$ cat config.mk
export PLATFORM = sky130hd
export DESIGN_NAME = loctag_mode_ctrl
export DESIGN_NICKNAME = d
export VERILOG_FILES = /design/src/rtl/loctag_mode_ctrl.sv
export SDC_FILE = /design/constraint.sdc
export NUM_CORES = 1
export LEC_CHECK = 0
export ABC_CLOCK_PERIOD_IN_PS = 5900
export CORE_MARGIN = 1
export CORE_UTILIZATION = 50
export CTS_CLUSTER_DIAMETER = 150
export DETAILED_ROUTE_END_ITERATION = 8
export PLACE_DENSITY = 0.66
export SKIP_CTS_REPAIR_TIMING = 1
export SLEW_MARGIN = 20
export SYNTH_ARGS = -nofsm -noshare
export SYNTH_HDL_FRONTEND = slang
export SYNTH_SLANG_ARGS = --single-unit
$ cat constraint.sdc
create_clock -name clk -period 5.9 [get_ports clk]
set_clock_uncertainty 0.1 [all_clocks]
set_input_delay 1.18 -clock clk [delete_from_list [all_inputs] [get_ports clk]]
set_output_delay 1.18 -clock clk [all_outputs]
set_load 0.1 [all_outputs]
$ cat src/rtl/loctag_mode_ctrl.sv
// Key/mode debouncer and decoder with a mode-count status LED.
// Define LOCTAG_MODE_BLINK_EN to build the blink FSM; otherwise led follows cfg_valid.
//
//   state | meaning
//   GAP   | led off for 4*BLINK_CYCLES, pulse count cleared
//   ON    | led on for BLINK_CYCLES
//   OFF   | led off for BLINK_CYCLES, then ON again until mode+1 pulses shown
module loctag_mode_ctrl #(
    parameter int NUM_KEYS        = 4,
    parameter int MODE_W          = 2,
    parameter int DEBOUNCE_CYCLES = 50000,
    parameter int BLINK_CYCLES    = 5000000
) (
    input  logic                         clk,
    input  logic                         reset,
    input  logic [NUM_KEYS-1:0]          keys_n,
    input  logic                         ext_mode,
    output logic [MODE_W-1:0]            mode,
    output logic [NUM_KEYS-MODE_W-1:0]   mac_q,
    output logic                         cfg_valid,
    output logic                         cfg_changed,
    output logic                         led
);

    localparam int NIN   = NUM_KEYS + 1;
    localparam int MAC_W = NUM_KEYS - MODE_W;
    localparam int CNT_W = $clog2(DEBOUNCE_CYCLES + 1);
    localparam int VLD_W = $clog2(DEBOUNCE_CYCLES + 3);

    localparam logic [NIN-1:0]   IDLE_VAL = {1'b0, {NUM_KEYS{1'b1}}};
    localparam logic [CNT_W-1:0] DB_LAST  = CNT_W'(DEBOUNCE_CYCLES - 1);
    localparam logic [VLD_W-1:0] VLD_LAST = VLD_W'(DEBOUNCE_CYCLES + 2);

    if (NUM_KEYS < 3 || NUM_KEYS > 8 || MODE_W < 1 || MODE_W >= NUM_KEYS ||
        DEBOUNCE_CYCLES < 2 || BLINK_CYCLES < 1) begin : g_param_check
        $error("loctag_mode_ctrl: parameter out of range");
    end

    logic [NIN-1:0]   raw_in;
    logic [NIN-1:0]   sync1_q;
    logic [NIN-1:0]   sync2_q;
    logic [NIN-1:0]   deb_q;
    logic [CNT_W-1:0] db_cnt_q [NIN];
    logic [VLD_W-1:0] vld_cnt_q;

    logic [MODE_W-1:0] mode_keys;
    logic [MODE_W-1:0] mode_nx;
    logic [MAC_W-1:0]  mac_nx;
    logic              cfg_change;

    // ext_mode rides along as the top bit so every input gets identical treatment
    assign raw_in = {ext_mode, keys_n};

    always_ff @(posedge clk) begin
        if (!reset) begin
            sync1_q <= IDLE_VAL;
            sync2_q <= IDLE_VAL;
        end else begin
            sync1_q <= raw_in;
            sync2_q <= sync1_q;
        end
    end

    always_ff @(posedge clk) begin
        if (!reset) begin
            deb_q <= IDLE_VAL;
            for (int i = 0; i < NIN; i++) begin
                db_cnt_q[i] <= '0;
            end
        end else begin
            for (int i = 0; i < NIN; i++) begin
                if (sync2_q[i] == deb_q[i]) begin
                    db_cnt_q[i] <= '0;
                end else if (db_cnt_q[i] == DB_LAST) begin
                    deb_q[i]    <= sync2_q[i];
                    db_cnt_q[i] <= '0;
                end else begin
                    db_cnt_q[i] <= db_cnt_q[i] + CNT_W'(1);
                end
            end
        end
    end

    // cfg_valid marks the point where every input has had one full window to settle
    always_ff @(posedge clk) begin
        if (!reset) begin
            vld_cnt_q <= '0;
            cfg_valid <= 1'b0;
        end else if (!cfg_valid) begin
            if (vld_cnt_q == VLD_LAST) begin
                cfg_valid <= 1'b1;
            end else begin
                vld_cnt_q <= vld_cnt_q + VLD_W'(1);
            end
        end
    end

    always_comb begin
        mode_keys = ~deb_q[MODE_W-1:0];
        if (|mode_keys) begin
            mode_nx = mode_keys;
        end else if (deb_q[NUM_KEYS]) begin
            mode_nx = '1;
        end else begin
            mode_nx = '0;
        end
        mac_nx     = ~deb_q[NUM_KEYS-1:MODE_W];
        cfg_change = cfg_valid && ({mode_nx, mac_nx} != {mode, mac_q});
    end

    always_ff @(posedge clk) begin
        if (!reset) begin
            mode        <= '0;
            mac_q       <= '0;
            cfg_changed <= 1'b0;
        end else begin
            mode        <= mode_nx;
            mac_q       <= mac_nx;
            cfg_changed <= cfg_change;
        end
    end

`ifdef LOCTAG_MODE_BLINK_EN
    typedef enum logic [1:0] {
        S_GAP = 2'd0,
        S_ON  = 2'd1,
        S_OFF = 2'd2
    } led_state_t;

    localparam int TMR_W = $clog2(4 * BLINK_CYCLES + 1);
    localparam logic [TMR_W-1:0] GAP_LAST   = TMR_W'(4 * BLINK_CYCLES - 1);
    localparam logic [TMR_W-1:0] PULSE_LAST = TMR_W'(BLINK_CYCLES - 1);

    led_state_t        state_q, state_d;
    logic [TMR_W-1:0]  timer_q, timer_d;
    logic [MODE_W:0]   pulse_q, pulse_d;
    logic [MODE_W:0]   pulse_target;

    assign pulse_target = {1'b0, mode} + {{MODE_W{1'b0}}, 1'b1};

    always_ff @(posedge clk) begin
        if (!reset) begin
            state_q <= S_GAP;
            timer_q <= '0;
            pulse_q <= '0;
            led     <= 1'b0;
        end else begin
            state_q <= state_d;
            timer_q <= timer_d;
            pulse_q <= pulse_d;
            led     <= (state_d == S_ON);
        end
    end

    // A config change restarts the display at the same edge the new mode lands
    always_comb begin
        state_d = state_q;
        timer_d = timer_q;
        pulse_d = pulse_q;
        if (!cfg_valid || cfg_change) begin
            state_d = S_GAP;
            timer_d = GAP_LAST;
            pulse_d = '0;
        end else if (timer_q != '0) begin
            timer_d = timer_q - TMR_W'(1);
        end else begin
            unique case (state_q)
                S_GAP: begin
                    state_d = S_ON;
                    timer_d = PULSE_LAST;
                end
                S_ON: begin
                    state_d = S_OFF;
                    timer_d = PULSE_LAST;
                    pulse_d = pulse_q + {{MODE_W{1'b0}}, 1'b1};
                end
                S_OFF: begin
                    if (pulse_q < pulse_target) begin
                        state_d = S_ON;
                        timer_d = PULSE_LAST;
                    end else begin
                        state_d = S_GAP;
                        timer_d = GAP_LAST;
                        pulse_d = '0;
                    end
                end
                default: begin
                    state_d = S_GAP;
                    timer_d = GAP_LAST;
                    pulse_d = '0;
                end
            endcase
        end
    end
`else
    always_ff @(posedge clk) begin
        if (!reset) begin
            led <= 1'b0;
        end else begin
            led <= cfg_valid;
        end
    end
`endif

endmodule

; ---- Yosys cells after proc, flatten, opt, wreduce, memory -nomap -nowiden
; Memory sizes are Yosys's and may differ from the RTL's.
; Cells that the tools add are included.
[classes]
n_reduce_logical = 8
eq_ne = 12
mux = 75
bitwise_logic = 24
addsub = 6
[op_table]
columns = cell, n
row1 = two-way mux 16 bit, 15
row2 = "adder 16 x 1 -> 16 bit, second input constant", 6
row3 = "== test 16 bit, second input constant", 6
row4 = two-way mux 1 bit, 58
row5 = bitwise OR 1 bit, 15
row6 = AND reduction 2 bit, 6
row7 = inverter 1 bit, 7
row8 = == test 1 bit, 5
row9 = two-way mux 2 bit, 2
row10 = inequality test 4 bit, 1
row11 = inverter 2 bit, 2
row12 = OR reduction 2 bit, 1
row13 = logical AND 1 bit, 1
[totals]
inputBits = 7
memories = 1
output_inout_bits = 7
ramBits = 80
ff_bits = 38
elab_cells = 139
[mem_list]
columns = memory, words, word_bits, read_ports, rd_clocked_by_memory_dff, write_ports, line_no
row1 = db_cnt_q, 5, 16, 5, 0, 5, 43  ; logic [CNT_W-1:0] db_cnt_q [NIN];

; ---- Logic depth before layout (Yosys ltp)
[logic_depth]
ltp_word = 7
depth_mapped = 6
mapped_depth_nobuf = 6

; ---- Least setup slack after synthesis
; Ideal clock, no wire load.
[synth_timing]
path_type = flip-flop to output port
from = register mode[0]
to = output port mode[0]
stages_incl_launch_ff = 1
arrival_ns = 0.981
path_slack_ns = 3.639
cell_sequence = dfxtp_1
[synth_rtl]
columns = item, line_no
row1 = from (decl), 18  ; output logic [MODE_W-1:0] mode,
row2 = from (signal assigned), 117  ; mode <= mode_nx;
; No word-level cell between the ends.

; ---- Final worst setup path
[layout_timing]
from = register mode[0]
to = output port mode[0]
; No word-level cell between the ends.

==> metrics.md <==
| Metric | Value |
|---|---|
| Levels on crit path | 1 |
| Layout cell share with drive strength beyond 1 | 5.80% |
| Syn Area/Cell | 10.4 um^2 |
| Element type at the critical path end | primary output |
| Final WL | 9790 um |
| Minimum clock period | 3.30 ns |
| Fin nets | 673 |
| Synth top area cells | edfxtp_1, dfxtp_1, xnor2_1 |
| Clock Path Buffers | 2 |
| Status | complete, no violations |
| Logic pwr share | 3.3% |
| Internal power | 1.54 mW |
| Post-Syn Area | 5840 um^2 |
| Worst Max-Slew Pin Slew | 1.01 ns |
| Hold Crit Start | sync1_q[3] |
| CP max-delay cell | clkdlybuf4s50_1 |
| H-tree levels | 4 |
| Achievable frequency | 303 MHz |
| Routed Antenna Nets | 0 |
| CP Class | reg -> out |
| Sw Ratio | 22.9% |
| Primary FF master, synth | edfxtp_1 |
| Total power | 2.00 mW |
| Peak supply drop | 177 uV |
| Post-synth ARST share | 0% |
| Routed via count | 4049 |
| Final worst path period share | 55.9% |
| Synth top cells by count | nor2_1, edfxtp_1, xnor2_1 |
| Post-synth EDFFs | 80 |
| # rows | 39 |
| Worst min-delay path category | reg -> reg |
| DR WL/cell | 12.0 um |
| Worst Reg-to-Reg Cells | 4 |
| Pwr/cell area | 286 nW/um^2 |
| Startpoint types | flip-flop |
| Die W | 110 um |
| Drc violations | 0 |
| Initial antenna violation count | 0 |
| IO Pins | 14 |
| Req. time, crit path | 4.62 ns |
| Buf/Inv on CP | 1 |
| CTS root buf | clkbuf_16 |
| Count of cell types in the netlist | 48 |
| Critical Path Sink | mode[0] |
| Multi-input gate area | 2840 um^2 |
| Layout area overhead | 19.4% |
| Leak | 2.53 nW |
| N_diodes | 0 |
| Largest net degree at the start of global routing | 27 |
| Vias in the first global route | 3841 |
| Flop2flop setup slack | 3.65 ns |
| Core ar. | 11400 um^2 |
| Fillers | 966 |
| Port Buf Inserts | 13 |
| Slew Limit Headroom | 32.3% |
| Final core occ | 61.0% |
| Die area | 12100 um^2 |
| Initial Util | 51.1% |
| Clk_lat worst skew | 0.41 ns |
| Register area share after synthesis | 54.2% |
| Fin. Hold Viols | 0 |
| CTS tree | done |
| Synth warn | 0 |
| Final Max Slew Viols | 0 |
| Clock power share | 49.5% |
| Yosys reg bits | 118 |
| Worst-path clk slew | 0.05 ns |
| TNS Setup | 0 ns |
| Global-route wire length before repair | 16600 um |
| GRT overflow | 0 |
| GRT Resource Usage Total | 17.9% |
| DIE HEIGHT | 110 um |
| # clock sinks | 118 |
| CP max FO | 5 |
| Setup violations, final | 0 |
| Crit-path max cell delay | 1.19 ns |
| Iter 0 DRT Violations | 235 |
| Worst setup path startpoint | mode[0] |
| CP Data Arrival Time | 2.02 ns |
| Flop pwr share | 47.3% |
| HPWL Detailed | 6840 um |
| Register area | 3160 um^2 |
| Top-count cell post-synth | nor2_1 |
| CP Cell Sequence | clkdlybuf4s50_1 |
| Via density | 4.97 |
| RSZ-0062 raised after global routing | false |
| Leading area contributor after synthesis | edfxtp_1 |
| Share of the synthesized area in the top cell type | 41.1% |
| FF-to-FF Start | db_cnt_q[1][11] |
| R2r endpoint | db_cnt_q[1][3] |
| Switch Pwr | 0.457 mW |
| Cell count after synthesis | 561 |
| Drt pass-1 iters | 4 |
| Max Cap Viol | 0 |
| Critical path's top delay family | buffers and inverters |
| Clock buffer count from CTS | 17 |
| Routability cong. | 0.787 |
[cell usage in the layout, fill, tap and decap left out, types with 4 or more instances in the layout]
cell	n
inv_1	21
a21oi_1	10
nor2_1	103
dfxtp_1	38
edfxtp_1	80
conb_1	80
and4b_1	4
xnor2_1	62
nand4_1	26
ha_1	7
or3_1	4
inv_6	7
xor2_1	23
mux2i_1	5
nand2b_1	12
nand3_1	32
nand2_1	27
nor4_1	17
nor4bb_1	6
clkdlybuf4s50_1	13
nor3_1	20
and3_1	11
clkbuf_16	19
[power groups by stage]
stage	clock network, mW	logic [mW]	registers, mW
detailed placement	0	0.0643	0.960
global route	1.05	0.0760	0.948
global placement	0	0.0633	0.959
floorplan	0	0.0537	0.952
finish	0.987	0.0656	0.943
CTS	1.01	0.0651	0.943
[sequential cells by signal, indices dropped and copies added (netlist names)]
register	flops
sync1_q	5
sync2_q	5
mode	2
cfg_changed	1
cfg_valid	1
deb_q	5
led	1
db_cnt_q	80
vld_cnt_q	16
mac_q	2
[worst min path at each step]
stage / end / slack (ns) / cells after the start
floorplan: sync2_q[0] / 0.29 / 1
global placement: sync2_q[1] / 0.29 / 1
detailed placement: sync2_q[1] / 0.30 / 1
CTS: sync2_q[1] / 0.31 / 1
global route: sync2_q[3] / 0.32 / 1
finish: sync2_q[3] / 0.31 / 1
[cell families (layout without fill, tap and decap cells)]
| kind of cell | count (synthesis) | after routing | synth area share, % |
|---|---|---|---|
| muxes | 5 | 5 | 0.857 |
| buffers and inverters | 34 | 66 | 2.34 |
| AOI/OAI and AO/OA | 24 | 24 | 2.68 |
| adders and majority gates | 7 | 7 | 1.50 |
| xor gates and xnor gates | 85 | 85 | 12.8 |
| other | 1 | 80 | 0.0642 |
| DFF | 118 | 118 | 54.2 |
| and+or+nand+nor | 287 | 287 | 25.6 |
[final cells by class]
type / count / share of cell area [%]
Inverter: 21 / 1.13
Clock buffer: 19 / 6.82
Tap cell: 143 / 2.57
Clock inverter: 13 / 1.53
Multi-Input combinational cell: 488 / 40.7
Sequential cell: 118 / 45.4
Timing Repair Buffer: 13 / 1.87
[stage by stage]
step	hold WS, ns	cell area [um^2]	std cells	setup WS (ns)
after global placement	0.292	6390	783	2.40
after global routing	0.323	6970	815	2.56
after CTS	0.310	6970	815	2.58
final	0.305	6970	815	2.60
after detailed placement	0.296	6390	783	2.34
after floorplan	0.286	6130	640	3.64
[metal layers]
layer	vias up	GRT usage [%]	wire, um
li1	2124	-	-
met1	1856	21.5	4680
met2	55	29.6	4600
met3	14	5.06	296
met4	0	8.76	214
met5	-	0	0
Power figures use the tool's default switching activity.
